File: config.mk
export PLATFORM = sky130hd
export DESIGN_NAME = random_victim_sel_flat
export DESIGN_NICKNAME = d
export VERILOG_FILES = /design/src/rtl/random_victim_sel_if.sv /design/src/rtl/random_victim_sel.sv /design/src/flat_wrapper.sv
export SDC_FILE = /design/constraint.sdc
export NUM_CORES = 1
export LEC_CHECK = 0
export CAP_MARGIN = 10
export CORE_UTILIZATION = 23
export DETAILED_ROUTE_END_ITERATION = 12
export HOLD_SLACK_MARGIN = 0.02
export PLACE_DENSITY = 0.72
export SKIP_LAST_GASP = 1
export SYNTH_ARGS = -nofsm -noshare
export SYNTH_HDL_FRONTEND = slang
export SYNTH_SLANG_ARGS = --single-unit
export TNS_END_PERCENT = 10
File: constraint.sdc
create_clock -name clk -period 1.2 [get_ports clk]
set_input_delay 0.3 -clock clk [delete_from_list [all_inputs] [get_ports clk]]
set_output_delay 0.3 -clock clk [all_outputs]
set_load 0.005 [all_outputs]
File: src/rtl/random_victim_sel_if.sv
// random_victim_sel_if: request/victim handshake between a miss controller and the victim selector.
interface random_victim_sel_if #(parameter int WAYS = 4);
    localparam int IDX_W = $clog2(WAYS);
    logic             req;
    logic [WAYS-1:0]  valid_mask;
    logic [WAYS-1:0]  lock_mask;
    logic             victim_valid;
    logic [IDX_W-1:0] victim_way;
    logic             victim_none;
    logic             victim_ack;
    modport master (output req, valid_mask, lock_mask, victim_ack,
                    input  victim_valid, victim_way, victim_none);
    modport slave  (input  req, valid_mask, lock_mask, victim_ack,
                    output victim_valid, victim_way, victim_none);
endinterface

File: src/rtl/random_victim_sel.sv
// random_victim_sel: picks a cache/TLB victim way, free ways first, else an LFSR-seeded scan of unlocked ways.
// Optional macro RANDOM_VICTIM_NO_REPEAT_EN avoids picking the previous random victim twice in a row.
module random_victim_sel #(
    parameter int WAYS = 4
) (
    input  logic        clk,
    input  logic        rst,
    input  logic [63:0] lfsr,
    output logic        lfsr_update,
    random_victim_sel_if.slave bus
);
    localparam int IDX_W = $clog2(WAYS);
    typedef enum logic [1:0] {IDLE, SELECT, HOLD} state_t;
    state_t           state, state_nx;
    logic [WAYS-1:0]  vm_q, lm_q, free, cand;
    logic [IDX_W-1:0] way_q, way_nx, scan;
    logic             none_q, rnd, cap;
    logic             unused_lfsr;
`ifdef RANDOM_VICTIM_NO_REPEAT_EN
    logic [IDX_W-1:0] last_way;
`endif

    // First set bit of m starting at index s, wrapping modulo WAYS.
    function automatic logic [IDX_W-1:0] first_set(input logic [WAYS-1:0] m, input logic [IDX_W-1:0] s);
        logic [IDX_W-1:0] r, idx;
        r = '0;
        for (int i = WAYS - 1; i >= 0; i--) begin
            idx = s + IDX_W'(i);
            if (m[idx]) r = idx;
        end
        return r;
    endfunction

    assign unused_lfsr = ^lfsr[63:IDX_W];

    always_comb begin
        free = ~vm_q & ~lm_q;
        cand = ~lm_q;
        rnd  = (free == '0) && (cand != '0);
        scan = first_set(cand, lfsr[IDX_W-1:0]);
`ifdef RANDOM_VICTIM_NO_REPEAT_EN
        scan = (scan == last_way && (cand & (cand - WAYS'(1))) != '0)
             ? first_set(cand, last_way + IDX_W'(1)) : scan;
`endif
        way_nx   = (free != '0) ? first_set(free, '0) : rnd ? scan : '0;
        cap      = bus.req && (state == IDLE || (state == HOLD && bus.victim_ack));
        state_nx = (state == IDLE)   ? (bus.req ? SELECT : IDLE)
                 : (state == SELECT) ? HOLD
                 : (state == HOLD)   ? (bus.victim_ack ? (bus.req ? SELECT : IDLE) : HOLD)
                 : IDLE;
        lfsr_update      = (state == SELECT) && rnd && !rst;
        bus.victim_valid = (state == HOLD);
        bus.victim_way   = way_q;
        bus.victim_none  = none_q;
    end

    always_ff @(posedge clk) begin
        if (rst) begin
            state  <= IDLE;
            vm_q   <= '0;
            lm_q   <= '0;
            way_q  <= '0;
            none_q <= 1'b0;
`ifdef RANDOM_VICTIM_NO_REPEAT_EN
            last_way <= '0;
`endif
        end else begin
            state <= state_nx;
            if (cap) begin
                vm_q   <= bus.valid_mask;
                lm_q   <= bus.lock_mask;
                none_q <= 1'b0;
            end
            if (state == SELECT) begin
                way_q  <= way_nx;
                none_q <= (cand == '0);
`ifdef RANDOM_VICTIM_NO_REPEAT_EN
                if (rnd) last_way <= way_nx;
`endif
            end
        end
    end
endmodule

File: src/flat_wrapper.sv
// flat-port wrapper written by rule: the top's interface ports become plain ports
module random_victim_sel_flat 
#(
    parameter int WAYS = 4
)
  (clk, rst, lfsr, lfsr_update, bus_req, bus_valid_mask, bus_lock_mask, bus_victim_ack, bus_victim_valid, bus_victim_way, bus_victim_none);
  random_victim_sel_if #(.WAYS(WAYS)) bus_i ();
  input  logic clk;
  input  logic rst;
  input  logic [63:0] lfsr;
  output logic lfsr_update;
  input wire logic [$bits(bus_i.req)-1:0] bus_req;
  input wire logic [$bits(bus_i.valid_mask)-1:0] bus_valid_mask;
  input wire logic [$bits(bus_i.lock_mask)-1:0] bus_lock_mask;
  input wire logic [$bits(bus_i.victim_ack)-1:0] bus_victim_ack;
  output wire logic [$bits(bus_i.victim_valid)-1:0] bus_victim_valid;
  output wire logic [$bits(bus_i.victim_way)-1:0] bus_victim_way;
  output wire logic [$bits(bus_i.victim_none)-1:0] bus_victim_none;
  assign bus_i.req = bus_req;
  assign bus_i.valid_mask = bus_valid_mask;
  assign bus_i.lock_mask = bus_lock_mask;
  assign bus_i.victim_ack = bus_victim_ack;
  assign bus_victim_valid = bus_i.victim_valid;
  assign bus_victim_way = bus_i.victim_way;
  assign bus_victim_none = bus_i.victim_none;
  random_victim_sel #(.WAYS(WAYS)) u_core (.clk(clk), .rst(rst), .lfsr(lfsr), .lfsr_update(lfsr_update), .bus(bus_i));
endmodule
# ---- Yosys cells after proc, flatten, opt, wreduce, memory -nomap -nowiden
# Index checks and enable logic that the tools add are counted.
dict set report word_totals {
  ff_bits 13
  input_bits 76
  out_inout_bits 5
  wordCells 55
}
dict set report classes {
  add_sub_neg 3
  n_lt_le_gt_ge 4
  eq_ne 2
  mux 25
  n_bitwise 3
  n_reduce_logical 13
}
# op count
set op_table {}
lappend op_table {{two-way mux 2 bit} 14}
lappend op_table {{less-than comparator 2 x 3 -> 1 bit, second input constant} 4}
lappend op_table {{binary-select mux 1 bit (select 2 bit)} 4}
lappend op_table {{logical NOT 4 bit} 2}
lappend op_table {{NOT 4 bit} 2}
lappend op_table {{nonzero test 4 bit} 2}
lappend op_table {{two-way mux 1 bit} 7}
lappend op_table {{logical AND 1 bit} 5}
lappend op_table {{adder 2 bit, second input constant} 2}
lappend op_table {{bitwise AND 4 bit} 1}
lappend op_table {{adder 2 x 1 -> 2 bit, second input constant} 1}
lappend op_table {{equality test 2 x 1 -> 1 bit, second input constant} 1}
lappend op_table {{equality test 2 bit, second input constant} 1}
lappend op_table {{logical NOT 2 bit} 1}
lappend op_table {{nonzero test 2 bit} 1}
lappend op_table {{logical NOT 1 bit} 1}
lappend op_table {{logical OR 1 bit} 1}

# ---- Longest topological paths before layout
# Gate-level depths: netlist of run 1.
dict set report logic_depth {
  word_depth 9
  mapped_depth 5
  mapped_depth_nobuf 4
}

# ---- Least setup slack after synthesis of run 1
# Ideal clock, no wire load.
dict set report synth_path {
  path_type {register to output}
  from {reg u_core.lm_q[3]}
  to {out lfsr_update}
  arrival_time_ns 1.088
  required_ns 0.900
  slack_ns -0.188
  stages_incl_launch_ff 5
  path_buffers 1
  path_cell_list {dfxtp_1 > clkbuf_1 > and4_1 > nor3_1 > nor3b_1}
}
dict set report synth_via {
  elab_chain_len 6
  word_cells_on_any_way 7
  classes_between {bitwise (2); reduce/logical (5)}
}
# item line_no
set synth_lines {}
lappend synth_lines {{start: declaration} random_victim_sel.sv:15} ;# logic [WAYS-1:0] vm_q, lm_q, free, cand;
lappend synth_lines {{start signal: assignment} random_victim_sel.sv:71} ;# lm_q <= bus.lock_mask;
lappend synth_lines {{NOT 4 bit *} {random_victim_sel.sv:37, random_victim_sel.sv:38}}
lappend synth_lines {{bitwise AND 4 bit} random_victim_sel.sv:37} ;# free = ~vm_q & ~lm_q;
lappend synth_lines {{logical NOT 4 bit} random_victim_sel.sv:39} ;# rnd = (free == '0) && (cand != '0);
lappend synth_lines {{logical AND 1 bit *} random_victim_sel.sv:39}
lappend synth_lines {{logical AND 1 bit * (2 in a row)} random_victim_sel.sv:51} ;# lfsr_update = (state == SELECT) && rnd && !rst;
lappend synth_lines {{end: declaration} flat_wrapper.sv:11} ;# output logic lfsr_update;
# Mark *: on every way between the ends. The rest lies on a longest branch, timed or not.

# ---- Worst setup path in the final report of run 1
dict set report layout_path {
  from {reg u_core.vm_q[3]}
  to {out lfsr_update}
}
dict set report layout_via {
  elab_chain_len 6
}
# item line_no
set layout_lines {}
lappend layout_lines {{start: declaration} random_victim_sel.sv:15}
lappend layout_lines {{start signal: assignment} random_victim_sel.sv:70} ;# vm_q <= bus.valid_mask;
lappend layout_lines {{NOT 4 bit} random_victim_sel.sv:37}
lappend layout_lines {{bitwise AND 4 bit} random_victim_sel.sv:37}
lappend layout_lines {{logical NOT 4 bit} random_victim_sel.sv:39}
lappend layout_lines {{logical AND 1 bit} random_victim_sel.sv:39}
lappend layout_lines {{logical AND 1 bit (2 in a row)} random_victim_sel.sv:51}
# Every way passes these cells.

==> results by group, run 1 <==
Clock network
  • Max Root-Sink Buffers: 2
  • CTS tree: done
  • H-tree depth: 1
  • Clock transition at path regs: around 0.080 ns
  • Num CTS Buffers: 3
  • Worst skew pair latency: around 0.27 ns
  • TritonCTS sink count: 13
  • Root buf cell: clkbuf_4
  • Hold-fix buffers at CTS: 0

Run status
  • Status: finished with violations
  • Failing checks: setup timing

Floorplanning
  • Num ports: 81
  • Die width: 55.65 um
  • Die height: about 56 um
  • Starting density of the core: between 20% and 30%
  • Die ar.: 0.003096 mm2
  • Core Region: 0.002734 mm2
  • Rows: 19

Synth
  • Yosys top cell area share: 39.32%
  • Syn_nets: 151
  • Netlist cell types: 29
  • Yosys warns: 0
  • Sequential element share of the synthesized area: 39.32%
  • Top cells by area, synth: dfxtp_1, mux2i_1, nor2_1
  • Mapped Area: 661.9 um2
  • FF+latch count, synth: 13
  • Synth area leader: dfxtp_1
  • Post-synthesis cell count: 75
  • Mean Syn Cell Area: between 8 and 9 um2

Min path
  • Worst hold start: u_core.bus.victim_none
  • Hold WC Path Type: flip-flop to flip-flop
  • Endpoint, Worst Hold: u_core.bus.victim_none
  • Hold path depth: 2

Detailed routing
  • DR pass1 iterations: 4
  • Vias per cell: ~4.8
  • DR DRC count: 0
  • DR WL/cell: about 13 um
  • DRT iter0 DRCs: 6
  • WL final: ~1.8 mm
  • Routed Antenna Nets: 0
  • Vias post-DR: 692

Flow run
  • Total of max-cap violations: 0

STA
  • Fin crit period: 1.558 ns
  • Pins Over Slew Limit: 0
  • Fmax: between 0.6 and 0.7 GHz
  • Max transition margin: 80.34%
  • Final Setup Violations: 17
  • Min setup slack post-route: -0.3578 ns
  • Hold_ws: 0.4924 ns
  • Final worst-path cycle share: 129.8%
  • Setup TNS: -3.095 ns
  • Final Hold Viols: 0
  • Post-Route Skew: 0.001481 ns
  • RSZ-0062 raised after global routing: yes
  • Worst-Margin Slew: 0.2909 ns

Final layout
  • Antenna fix cells: 0
  • Synth-to-layout area growth: 65.41%
  • Share of cells above drive strength 1: 36.84%
  • Design area: 0.001095 mm2
  • Fin nets: 191

Worst setup path
  • Worst EP arrival: 1.26 ns
  • RR Startpoint: u_core.lm_q[1]
  • Required @ worst endpoint: about 0.90 ns
  • CP Capture Type: output port
  • WS Path Type: flip-flop to output port
  • Worst R2R Path Depth: 5
  • RR Endpoint: u_core.bus.victim_way[1]
  • R2R setup slack: -0.23 ns
  • CP Launch Type: flip-flop
  • Crit Path Max Fanout: 2

Pwr
  • Cell Pwr Density: 911.6 mW/mm2
  • Leakage: around 0.46 nW
  • Max VDD drop: 0.0005568 V
  • Tot Pwr: ~1000 uW

Place
  • DP Wirelength: 1.329 mm
  • IO Port Bufs: 18
  • Final Wtd Congestion: 0.8284
  • Area post-placement: 0.001025 mm2

GRT
  • Largest net degree at the start of global routing: 12
  • First-pass GRT wire length: approximately 2.9 mm
  • Vias in the first global route: 707
  • Gr usage total: a little under an eighth
  • Total congestion overflow: 0
  • Antenna violations before repair: 0
==> power by group <==
part | internal [mW] | switching, mW | total [mW]
clock network | 0.129 | 0.141 | 0.269
logic | 0.147 | 0.0960 | 0.243
registers | 0.459 | 0.0261 | 0.485
==> worst max-delay path by stage <==
stage	to	cells after the start	slack (ns)	start
2_1_floorplan	u_core.bus.victim_way[1]	5	-0.09	u_core.state[1]
3_3_place_gp	lfsr_update	3	-0.50	rst
3_5_place_dp	u_core.bus.victim_way[1]	5	-0.53	rst
4_1_cts	lfsr_update	4	-0.40	u_core.lm_q[2]
5_1_grt	lfsr_update	4	-0.45	u_core.vm_q[3]
6_report	lfsr_update	4	-0.36	u_core.vm_q[3]
==> critical path, stage by stage, from the launching register on <==
cell and delay [ns]:
dfxtp_1 0.37, o22ai_2 0.11, nor3_4 0.19, nor3b_2 0.18
buf_2 0.13
==> cells in the final DEF, fill, tap and decap left out, types with 2 or more instances in the layout <==
cell type and count:
nor2b_1 3, a21o_1 2, dfxtp_1 4, buf_4 22
clkdlybuf4s50_1 16, nor2_1 10, nand3b_1 2, dfxtp_2 8
a21oi_1 6, inv_1 3, nor3b_1 2, clkbuf_4 3
o21ai_0 2, mux2i_1 8
==> repair_timing <==
item	CTS	global route
pin swaps	2	1
setup buffers	2	0
gates resized for setup	12	6
endpoints found under the setup margin	17	17
==> flip-flops by register name, summed over array words and instances (netlist names) <==
signal / cells
u_core.lm_q: 4
u_core.vm_q: 4
u_core.bus.victim_none: 1
u_core.state: 2
u_core.bus.victim_way: 2
==> kinds of logic after synthesis <==
| family | count (synthesis) | synth area share (%) |
|---|---|---|
| compound gates | 18 | 17.96 |
| buf+inv | 8 | 6.427 |
| flops | 13 | 39.32 |
| simple gates | 28 | 24.20 |
| mux | 8 | 12.10 |
==> metrics by stage <==
step	util, %	setup slack [ns]	std cells
2_1_floorplan	-	-0.09054	75
3_3_place_gp	37.48	-0.4981	139
3_5_place_dp	37.48	-0.5310	139
4_1_cts	39.31	-0.3983	145
5_1_grt	40.05	-0.4504	145
6_report	40.05	-0.3578	145
==> layout make-up <==
| class | count | area [um2] |
|---|---|---|
| fillers | 256 | 1639 |
| multi-input cells | 54 | 405.4 |
| well taps | 31 | 38.79 |
| clock buffers | 4 | 26.28 |
| inverters | 3 | 11.26 |
| flip-flops and latches | 13 | 274.0 |
| repair buffers | 40 | 339.1 |
==> cells in the mapped netlist <==
cell,count
clkbuf_1,2
nand3b_1,2
buf_4,1
inv_1,3
o2bb2ai_1,1
nand2_1,1
and2b_1,1
nor2b_1,3
dfxtp_1,13
nand2b_1,2
or4_1,1
nor3_1,1
nor4bb_1,1
or2_2,1
o31ai_1,1
buf_2,1
nor2_1,10
mux2i_1,8
o21ai_0,2
buf_6,1
a32o_1,1
o22ai_1,3
o32ai_1,1
a21oi_1,6
a311o_1,1
nor3b_1,3
and4_1,1
nand3_1,1
a21o_1,2
==> metal layers <==
| metal | up-vias | wire length [um] | track usage (%) |
|---|---|---|---|
| li1 | 348 | - | - |
| met5 | - | 0 | 0 |
| met1 | 315 | 786 | 13.62 |
| met3 | 3 | 88 | 2.558 |
| met2 | 26 | 945 | 20.31 |
| met4 | 0 | 21 | 5.000 |
Power figures use the tool's default switching activity.
==> run 2, diff against run 1 <==
SLEW_MARGIN = 20   (was unset)
==> results of run 2 <==
Final layout, timing and power as in run 1 (identical DEF).
==> run 3, diff against run 2 <==
CORE_MARGIN = 3   (was unset)
==> results by group, run 3 (synthesized netlist as in run 1, its figures left out) <==
Pwr
  • Logic pwr share: 24.3% (was 24.4%)
  • Internal Power: 739.5 uW (was 735.3 uW)
  • Sw Share: 26.50% (was 26.32%)
  • Tot Pwr: 1.006 mW (was 998.0 uW)
  • Clk pwr share: 28.0% (was 27.0%)
  • Psw: 266.7 uW (was 262.7 uW)
  • Cell Pwr Density: 929.7 mW/mm2 (was 911.6 mW/mm2)
  • Register share of total power: 47.7% (was 48.6%)
  • Leakage: 0.4460 nW (was 0.4605 nW)
  • Max VDD drop: 0.0005223 V (was 0.0005568 V)

Detailed routing
  • Vias per cell: 4.697 (was 4.772)
  • Vias post-DR: 681 (was 692)
  • DR WL/cell: 11.74 um (was 12.70 um)
  • DR DRC count: 0 (unchanged)
  • DRT iter0 DRCs: 12 (was 6)
  • DR pass1 iterations: 4 (unchanged)
  • Routed Antenna Nets: 0 (unchanged)
  • WL final: 1.702 mm (was 1.841 mm)

Final layout
  • Non-Filler Instances: 145 (unchanged)
  • Final Util: 41.43% (was 40.05%)
  • Antenna fix cells: 0 (unchanged)
  • Most common cell after layout, fill and taps aside: buf_4 (unchanged)
  • Design area: 0.001082 mm2 (was 0.001095 mm2)
  • Commonest cells after routing, fill and taps aside: buf_4, clkdlybuf4s50_1, nor2_1 (unchanged)
  • Fin nets: 192 (was 191)
  • Synth-to-layout area growth: 63.52% (was 65.41%)
  • Share of cells above drive strength 1: 31.30% (was 36.84%)
  • Top Registers: u_core.lm_q: 4 flops, u_core.vm_q: 4 flops (unchanged)

Clock network
  • Worst skew pair latency: 0.28 ns (was 0.27 ns)
  • CTS tree: done (unchanged)
  • Root buf cell: clkbuf_4 (unchanged)
  • Clock transition at path regs: 0.09 ns (was 0.08 ns)
  • H-tree depth: 1 (unchanged)
  • Hold-fix buffers at CTS: 0 (unchanged)
  • Num CTS Buffers: 3 (unchanged)
  • TritonCTS sink count: 13 (unchanged)
  • Max Root-Sink Buffers: 2 (unchanged)

Floorplanning
  • Rows: 18 (was 19)
  • Num ports: 81 (unchanged)
  • Die height: 59.65 um (was 55.65 um)
  • Core Region: 0.002613 mm2 (was 0.002734 mm2)
  • Die width: 59.65 um (was 55.65 um)
  • Starting density of the core: 25.34% (was 24.21%)
  • Die ar.: 0.003558 mm2 (was 0.003096 mm2)

STA
  • Post-Route Skew: 0.001392 ns (was 0.001481 ns)
  • Final Hold Viols: 0 (unchanged)
  • Pins Over Slew Limit: 0 (unchanged)
  • Max transition margin: 82.14% (was 80.34%)
  • Final worst-path cycle share: 134.6% (was 129.8%)
  • RSZ-0062 raised after global routing: yes (unchanged)
  • Final Setup Violations: 17 (unchanged)
  • Worst-Margin Slew: 0.2670 ns (was 0.2909 ns)
  • Min setup slack post-route: -0.4153 ns (was -0.3578 ns)
  • Fmax: 0.6191 GHz (was 0.6419 GHz)
  • Fin crit period: 1.615 ns (was 1.558 ns)

Place
  • Area post-placement: 0.001039 mm2 (was 0.001025 mm2)
  • IO Port Bufs: 18 (unchanged)
  • Final Wtd Congestion: 0.8413 (was 0.8284)
  • Setup Slack @ Placement: -0.5320 ns (was -0.5310 ns)
  • Placed Cells: 140 (was 139)
  • DP Wirelength: 1.325 mm (was 1.329 mm)

Flow run
  • Total of max-cap violations: 0 (unchanged)

Worst setup path
  • WS Path Type: flip-flop to output port (unchanged)
  • Worst EP arrival: 1.32 ns (was 1.26 ns)
  • CP Launch Type: flip-flop (unchanged)
  • RR Startpoint: u_core.lm_q[1] (unchanged)
  • Critical Path Start: u_core.state[1] (was u_core.vm_q[3])
  • Crit Path Max Fanout: 3 (was 2)
  • Crit path largest cell delay: 0.49 ns (was 0.37 ns)
  • Crit-path slowest cell: clkdlybuf4s50_1 (was dfxtp_1)
  • Required @ worst endpoint: 0.90 ns (about the same)
  • R2R setup slack: -0.26 ns (was -0.23 ns)
  • CP Capture Type: output port (unchanged)
  • CP cell instances: buf_4 > and2b_1 > clkdlybuf4s50_1 (was o22ai_2 > nor3_4 > nor3b_2 > buf_2)

Min path
  • Hold WC Path Type: flip-flop to flip-flop (unchanged)
  • Worst hold start: u_core.bus.victim_none (unchanged)

GRT
  • Largest net degree at the start of global routing: 12 (unchanged)
  • Antenna violations before repair: 0 (unchanged)
  • First-pass GRT wire length: 2.891 mm (was 2.877 mm)
  • Total congestion overflow: 0 (unchanged)
  • Vias in the first global route: 741 (was 707)
  • Gr usage total: 10.84% (was 11.63%)

Run status
  • Status: finished with violations (unchanged)
  • Failing checks: setup timing (unchanged)
## run 3: per-stage QoR
step           hold WS, ns  TNS, ns
5_1_grt             0.5360   -5.066
2_1_floorplan       0.3642  -0.1189
3_5_place_dp        0.4740   -5.957
4_1_cts             0.4875   -3.830
3_3_place_gp        0.4714   -4.986
6_report            0.4856   -3.515
## run 3: routing by layer
layer / vias to the layer above / part of all wire, % / GRT usage (%)
met2: 23 / 50 / 18.06
met3: 4 / 6.5 / 3.486
met1: 305 / 41 / 11.76
met5: - / 0 / 0
met4: 0 / 2.0 / 6.646
li1: 349 / - / -
## run 3: cell type report
class                           instances  area (um2)
Fill cell                             275        1530
Multi-Input combinational cell         54       390.4
Timing Repair Buffer                   41       351.6
Sequential cell                        13       265.3
Tap cell                               30       37.54
Clock buffer                            4       26.28
Inverter                                3       11.26
## run 3: path summary, 6_finish.rpt
path	end	cells past startpoint
worst max-delay path	bus_victim_valid	3
worst min-delay path	u_core.bus.victim_none	2
worst max register to register	u_core.bus.victim_way[1]	6
worst min register to register	u_core.bus.victim_none	2
## run 3: worst max-delay path: cells and delay by family, from the launching register on
| family | cells | cell delay [ns] |
|---|---|---|
| buf+inv | 2 | 0.60 |
| flops | 1 | 0.34 |
| simple gates | 1 | 0.11 |
## run 3: repair_timing
action	in CTS	in global routing
setup buffers	1	0
setup endpoints to repair	17	17
gates resized for setup	6	3
hold endpoints to repair	0	0
pin swaps	1	2
## run 3: power groups by stage
stage | clock (mW) | combinational, mW | sequential [mW]
6_report | 0.282 | 0.244 | 0.480
5_1_grt | 0.305 | 0.267 | 0.485
4_1_cts | 0.296 | 0.242 | 0.477
3_5_place_dp | 0 | 0.236 | 0.487
3_3_place_gp | 0 | 0.233 | 0.486
2_1_floorplan | 0 | 0.110 | 0.484
